[src/rtl/tcdm_shim_arbiter.sv]
// tcdm_shim_arbiter: round-robin sharing of one TCDM shim data port between NumReq requesters,
// with read IDs remapped onto a meta-ID table so out-of-order responses route back to their owner.
module tcdm_shim_arbiter #(
    parameter int NumReq              = 2,
    parameter int AddrWidth           = 32,
    parameter int DataWidth           = 32,
    parameter int MaxOutStandingReads = 8,
    parameter int ReqIdWidth          = 3,
    localparam int StrbWidth          = DataWidth / 8,
    localparam int MetaIdWidth        = (MaxOutStandingReads > 1) ? $clog2(MaxOutStandingReads) : 1
) (
    input  logic                                  clk_i,
    input  logic                                  rst_ni,
    input  logic [NumReq-1:0][AddrWidth-1:0]      req_qaddr_i,
    input  logic [NumReq-1:0]                     req_qwrite_i,
    input  logic [NumReq-1:0][3:0]                req_qamo_i,
    input  logic [NumReq-1:0][DataWidth-1:0]      req_qdata_i,
    input  logic [NumReq-1:0][StrbWidth-1:0]      req_qstrb_i,
    input  logic [NumReq-1:0][ReqIdWidth-1:0]     req_qid_i,
    input  logic [NumReq-1:0]                     req_qlrwait_i,
    input  logic [NumReq-1:0]                     req_qvalid_i,
    output logic [NumReq-1:0]                     req_qready_o,
    output logic [NumReq-1:0][DataWidth-1:0]      req_pdata_o,
    output logic [NumReq-1:0]                     req_perror_o,
    output logic [NumReq-1:0][ReqIdWidth-1:0]     req_pid_o,
    output logic [NumReq-1:0]                     req_plrwait_o,
    output logic [NumReq-1:0]                     req_pvalid_o,
    input  logic [NumReq-1:0]                     req_pready_i,
    output logic [AddrWidth-1:0]                  data_qaddr_o,
    output logic                                  data_qwrite_o,
    output logic [3:0]                            data_qamo_o,
    output logic [DataWidth-1:0]                  data_qdata_o,
    output logic [StrbWidth-1:0]                  data_qstrb_o,
    output logic                                  data_qlrwait_o,
    output logic [MetaIdWidth-1:0]                data_qid_o,
    output logic                                  data_qvalid_o,
    input  logic                                  data_qready_i,
    input  logic [DataWidth-1:0]                  data_pdata_i,
    input  logic                                  data_perror_i,
    input  logic [MetaIdWidth-1:0]                data_pid_i,
    input  logic                                  data_plrwait_i,
    input  logic                                  data_pvalid_i,
    output logic                                  data_pready_o
);
    localparam int GntWidth = (NumReq > 1) ? $clog2(NumReq) : 1;
    typedef logic [GntWidth-1:0] gnt_t;
    typedef logic [MetaIdWidth-1:0] meta_t;

    if (AddrWidth != 32) begin : g_addr_chk
        $fatal(1, "tcdm_shim_arbiter: only AddrWidth = 32 is supported");
    end
    if (DataWidth != 32) begin : g_data_chk
        $fatal(1, "tcdm_shim_arbiter: only DataWidth = 32 is supported");
    end
    if (NumReq < 2) begin : g_req_chk
        $fatal(1, "tcdm_shim_arbiter: NumReq must be at least 2");
    end

    logic [MaxOutStandingReads-1:0]                 valid_q, valid_d;
    gnt_t [MaxOutStandingReads-1:0]                 owner_q, owner_d;
    logic [MaxOutStandingReads-1:0][ReqIdWidth-1:0] orig_id_q, orig_id_d;
    gnt_t                                           rr_ptr_q, rr_ptr_d;
    gnt_t                                           lock_idx_q, lock_idx_d;
    meta_t                                          lock_mid_q, lock_mid_d;
    logic                                           lock_q, lock_d;

    logic              full;
    meta_t             free_idx;
    logic [NumReq-1:0] eligible;
    gnt_t              gnt;
    logic              req_hs;
    logic              rsp_hit;
    logic              rsp_hs;
    gnt_t              rsp_owner;

    assign full = &valid_q;

    always_comb begin
        free_idx = '0;
        for (int i = MaxOutStandingReads - 1; i >= 0; i--)
            if (!valid_q[i]) free_idx = meta_t'(i);
    end

    always_comb begin
        for (int i = 0; i < NumReq; i++)
            eligible[i] = req_qvalid_i[i] & (req_qwrite_i[i] | ~full);
    end

    // First eligible requester from rr_ptr upwards; a pending lock overrides the scan.
    always_comb begin
        logic found;
        gnt   = rr_ptr_q;
        found = 1'b0;
        for (int k = 0; k < NumReq; k++) begin
            int j;
            j = int'(rr_ptr_q) + k;
            if (j >= NumReq) j -= NumReq;
            if (!found && eligible[j]) begin
                gnt   = gnt_t'(j);
                found = 1'b1;
            end
        end
        if (lock_q) gnt = lock_idx_q;
    end

    assign data_qvalid_o  = eligible[gnt];
    assign data_qaddr_o   = req_qaddr_i[gnt];
    assign data_qwrite_o  = req_qwrite_i[gnt];
    assign data_qamo_o    = req_qamo_i[gnt];
    assign data_qdata_o   = req_qdata_i[gnt];
    assign data_qstrb_o   = req_qstrb_i[gnt];
    assign data_qlrwait_o = req_qlrwait_i[gnt];
    // The meta ID is frozen while locked so a response-side free cannot move it under the offer.
    assign data_qid_o     = req_qwrite_i[gnt] ? '0 : (lock_q ? lock_mid_q : free_idx);
    assign req_hs         = data_qvalid_o & data_qready_i;

    always_comb begin
        req_qready_o      = '0;
        req_qready_o[gnt] = data_qready_i & eligible[gnt];
    end

    assign rsp_hit       = valid_q[data_pid_i];
    assign rsp_owner     = owner_q[data_pid_i];
    assign data_pready_o = rsp_hit ? req_pready_i[rsp_owner] : data_pvalid_i;
    assign rsp_hs        = data_pvalid_i & data_pready_o & rsp_hit;

    always_comb begin
        for (int i = 0; i < NumReq; i++) begin
            req_pvalid_o[i]  = data_pvalid_i & rsp_hit & (rsp_owner == gnt_t'(i));
            req_pdata_o[i]   = data_pdata_i;
            req_perror_o[i]  = data_perror_i;
            req_plrwait_o[i] = data_plrwait_i;
            req_pid_o[i]     = orig_id_q[data_pid_i];
        end
    end

    always_comb begin
        valid_d    = valid_q;
        owner_d    = owner_q;
        orig_id_d  = orig_id_q;
        rr_ptr_d   = rr_ptr_q;
        lock_d     = data_qvalid_o & ~data_qready_i;
        lock_idx_d = gnt;
        lock_mid_d = data_qid_o;
        if (rsp_hs) valid_d[data_pid_i] = 1'b0;
        if (req_hs) begin
            rr_ptr_d = (int'(gnt) == NumReq - 1) ? '0 : gnt_t'(gnt + 1'b1);
            if (!req_qwrite_i[gnt]) begin
                valid_d[data_qid_o]   = 1'b1;
                owner_d[data_qid_o]   = gnt;
                orig_id_d[data_qid_o] = req_qid_i[gnt];
            end
        end
    end

    always_ff @(posedge clk_i or negedge rst_ni) begin
        if (!rst_ni) begin
            valid_q    <= '0;
            owner_q    <= '0;
            orig_id_q  <= '0;
            rr_ptr_q   <= '0;
            lock_q     <= 1'b0;
            lock_idx_q <= '0;
            lock_mid_q <= '0;
        end else begin
            valid_q    <= valid_d;
            owner_q    <= owner_d;
            orig_id_q  <= orig_id_d;
            rr_ptr_q   <= rr_ptr_d;
            lock_q     <= lock_d;
            lock_idx_q <= lock_idx_d;
            lock_mid_q <= lock_mid_d;
        end
    end

    a_rsp_alloc : assert property (@(posedge clk_i) disable iff (!rst_ni)
        data_pvalid_i |-> valid_q[data_pid_i])
        else $error("tcdm_shim_arbiter: response for unallocated meta ID %0d", data_pid_i);

endmodule

[config.mk]
export PLATFORM = sky130hd
export DESIGN_NAME = tcdm_shim_arbiter
export DESIGN_NICKNAME = d
export VERILOG_FILES = /design/src/rtl/tcdm_shim_arbiter.sv
export SDC_FILE = /design/constraint.sdc
export NUM_CORES = 1
export LEC_CHECK = 0
export ABC_AREA = 1
export CAP_MARGIN = 20
export CORE_AREA = 2 2 139 141
export DETAILED_ROUTE_END_ITERATION = 6
export DIE_AREA = 0 0 141 143
export SETUP_SLACK_MARGIN = 0.05
export SYNTH_ARGS = -nofsm -noshare
export SYNTH_HDL_FRONTEND = slang
export SYNTH_SLANG_ARGS = --single-unit
[constraint.sdc]
create_clock -name clk_i -period 2.1 [get_ports clk_i]
set_input_delay 0.21 -clock clk_i [delete_from_list [all_inputs] [get_ports clk_i]]
set_output_delay 0.21 -clock clk_i [all_outputs]
set_load 0.01 [all_outputs]
==> results.yml <==
status:
  run_status: "finished, violations left"
  violations: "negative setup slack"
global_routing:
  grt_pass1_wl_um: 30500
  gr-total-overflow: 0
  grt_usage_pct: 20.0
  grt_start_max_net_pins: 21
  grt_pass1_vias: 5260
  antenna_found_initial: 1
clock_tree:
  htreeDepth: 2
  clk_latency_ns: 0.29
  clock_path_buffers: 2
  clock_sinks: 46
  path_clk_slew_ns: 0.06
  cts_tree: "yes"
  cts_buffers: 5
  root_buffer: "clkbuf_16"
logic_synthesis:
  syn_area_mm2: 0.00391
  synth_cell_types: 30
  yosys.area.top_type_share_pct: 32.7
  yosysTopAreaCell: "nand2_1"
  synthCells: 630
  synth_area_leaders: "nand2_1 33%, dfrtp_1 29%, buf_4 14%"
  yosysSeqAreaShare_pct: 29.4
  ys_warn_count: 0
  ys_ff_latch: 46
  synthesis.nets: 829
  syn_avg_cell_area_um2: 6.21
critical_path:
  worstSetupStartpointType: "register"
  end_kind: "primary output"
  critical_path_class: "register to primary output"
  worstPathCellList: "nand2_2, nor2_4, nand3_2, nand3_2, nand2_2, nand3_4, buf_12, nand2_8, buf_16, buf_12, buf_6, nand2_2, nand2_2, buf_6"
  crit_arrival_ns: 2.16
  required_ns: 1.89
  path_common_cell: "nand2_2"
  path_max_fanout: 5
  cp_slowest_stage_delay_ns: 0.37
  worst_path_max_delay_cell: "dfrtp_1"
drt:
  vias_per_cell: 4.47
  drtPass1Iterations: 4
  drc: 0
  num_vias: 5262
  first_iter_violations: 196
  routed_wl_um: 22000
  ant_nets: 0
  routed_wire_length_per_instance_um: 18.7
timing:
  fin_skew_ns: 0.00579
  hold_viol: 0
  period_needed_ns: 2.37
  period_share_pct: 113
  setup_viol: 120
  worstMarginPinSlew_ns: 0.454
  layout_setup_ws_ns: -0.274
  rsz0062_at_grt: "true"
  slew_violations: 0
  max_freq_mhz: 421
  relSlewSlack_pct: 69.7
layout:
  fin_cells: 1177
  syn_to_final_growth_pct: 140
  final_nets: 1140
  drive_gt1_share_pct: 53.7
  register_area_mm2: 0.00115
  fillers: 1669
  multiInputGateArea_mm2: 0.00337
placed_design:
  gp_congestion: 0.875
  dp.cells: 1101
  portBuffers: 253
  dp.final_hpwl_um: 14900
  dp_worst_setup_slack_ns: -0.555
flow_run:
  maxCapViolCount: 0
pwr:
  power_leakage_nw: 4.56
  p_per_area_mw_per_mm2: 1090
  peakVddDrop_mv: 0.420
floorplanning:
  rows: 50
  coreArea_mm2: 0.0186
  fp.dieH_um: 143
  start_util_pct: 21.1
  io_pins: 356
  die_x_um: 141
  fp.dieArea_mm2: 0.0202
worst_hold_path:
  hold_class: "input port to async pin"
path summary, 6_finish.rpt:
kind / from / to / slack [ns] / depth (start not counted)
max: valid_q[2]$_DFF_PN0_ / data_qaddr_o[18] / -0.27 / 14
min: rst_ni / lock_mid_q[2]$_DFF_PN0_ / 0.36 / 2
max reg2reg: valid_q[3]$_DFF_PN0_ / owner_q[7]$_DFFE_PN0P_ / -0.27 / 18
min reg2reg: orig_id_q[21]$_DFFE_PN0P_ / orig_id_q[21]$_DFFE_PN0P_ / 0.48 / 2
max in group asynchronous: rst_ni / orig_id_q[3]$_DFFE_PN0P_ / 1.17 / 3
min in group clk_i: data_pdata_i[27] / req_pdata_o[27] / 0.42 / 0
state kept, by name (all words and copies together) (netlist names):
signal      cells
lock_q          1
rr_ptr_q        1
valid_q         8
owner_q         8
lock_mid_q      3
orig_id_q      24
lock_idx_q      1
per-layer routing:
layer / share of wire, % / track usage [%]
met5: 0 / 0
met1: 38 / 23.1
met3: 7.2 / 5.90
met2: 53 / 36.4
met4: 1.5 / 4.42
synth_stat cells:
library cell and count:
a211oi_1 1, inv_2 3, nand2_4 2, o21ai_1 1, nand3_1 54, a221oi_1 2, buf_2 17, a31oi_1 1
and3_1 1, clkbuf_1 3, a22oi_1 5, a211o_1 1, nand3_2 5, dfrtp_1 46, nor2_2 3, inv_1 28
nor2_1 12, o21bai_1 1, a21boi_0 1, o22ai_1 2, o211ai_2 1, nand2_2 10, a22o_1 3, o21ai_0 3
nand4_1 3, nor2_4 3, nand2_1 341, buf_4 73, a21oi_1 3, o31ai_2 1
cells by family after synthesis:
family	after synthesis	share of synthesized area [%]
AND/OR/NAND/NOR	434	46.2
buffers and inverters	124	19.4
AO/OA/AOI/OAI	26	4.89
flip-flops	46	29.4
repair_timing:
action,in CTS,in global routing
hold buffers,1,0
setup buffers,42,19
setup endpoints to repair,129,131
hold endpoints to repair,12,0
gates resized for setup,486,336
cloned,13,4
pin swaps,23,103
placed cells by master, fill, tap and decap left out, types with 2 or more instances in the layout:
master           Yosys  routed
a22o_1               3       3
buf_8                0       8
buf_4               73      69
nand2_2             10     100
clkbuf_2             0       6
nand3_2              5      36
buf_2               17      24
clkinv_2             0       2
a22oi_1              5       4
buf_16               0       9
nand3_1             54      15
a21oi_1              3       3
nand3_4              0       8
inv_1               28      21
nand2_1            341     157
dlygate4sd2_1        0       4
nand2_4              2      85
nor2_1              12       6
nor2_4               3       9
clkbuf_16            0       8
o22ai_1              2       2
buf_6                0      83
nand2_8              0      12
dfrtp_1             46      46
clkdlybuf4s50_1      0     160
buf_12               0      27
nand4_1              3       3
o21ai_0              3       3
inv_2                3       8
nor2_2               3       3
layout make-up:
| class | count | area share [%] |
|---|---|---|
| clock inverter | 3 | 0.426 |
| antenna | 1 | 0.0266 |
| multi-input combinational | 461 | 35.9 |
| clock buffer | 5 | 1.33 |
| timing repair buffer | 396 | 45.5 |
| sequential | 46 | 12.3 |
| tap | 234 | 3.12 |
| inverter | 31 | 1.40 |
worst max-delay path: cells and delay by family, from the launching register on:
| kind | cells | cell delay, ns |
|---|---|---|
| and+or+nand+nor | 9 | 0.86 |
| DFF | 1 | 0.37 |
| buffers and inverters | 5 | 0.64 |
stage by stage:
stage	utilization, %	cell area (um^2)	power [W]	setup TNS, ns	hold slack [ns]
finish	50.5	9390	0.0102	-22.82	0.364
global route	50.5	9390	0.0108	-35.67	0.395
CTS	43.4	8070	0.00869	-16.50	0.382
detailed placement	36.7	6830	0.00613	-37.89	0.133
global placement	36.7	6830	0.00614	-37.10	0.135
floorplan	-	3910	0.00335	0	-0.0856
where the power goes:
group | internal [W] | switching [W]
Clock | 0.000557 | 0.000340
Combinational | 0.00409 | 0.00389
Sequential | 0.00114 | 0.000197
No activity file was read; power rests on OpenSTA's default activity.
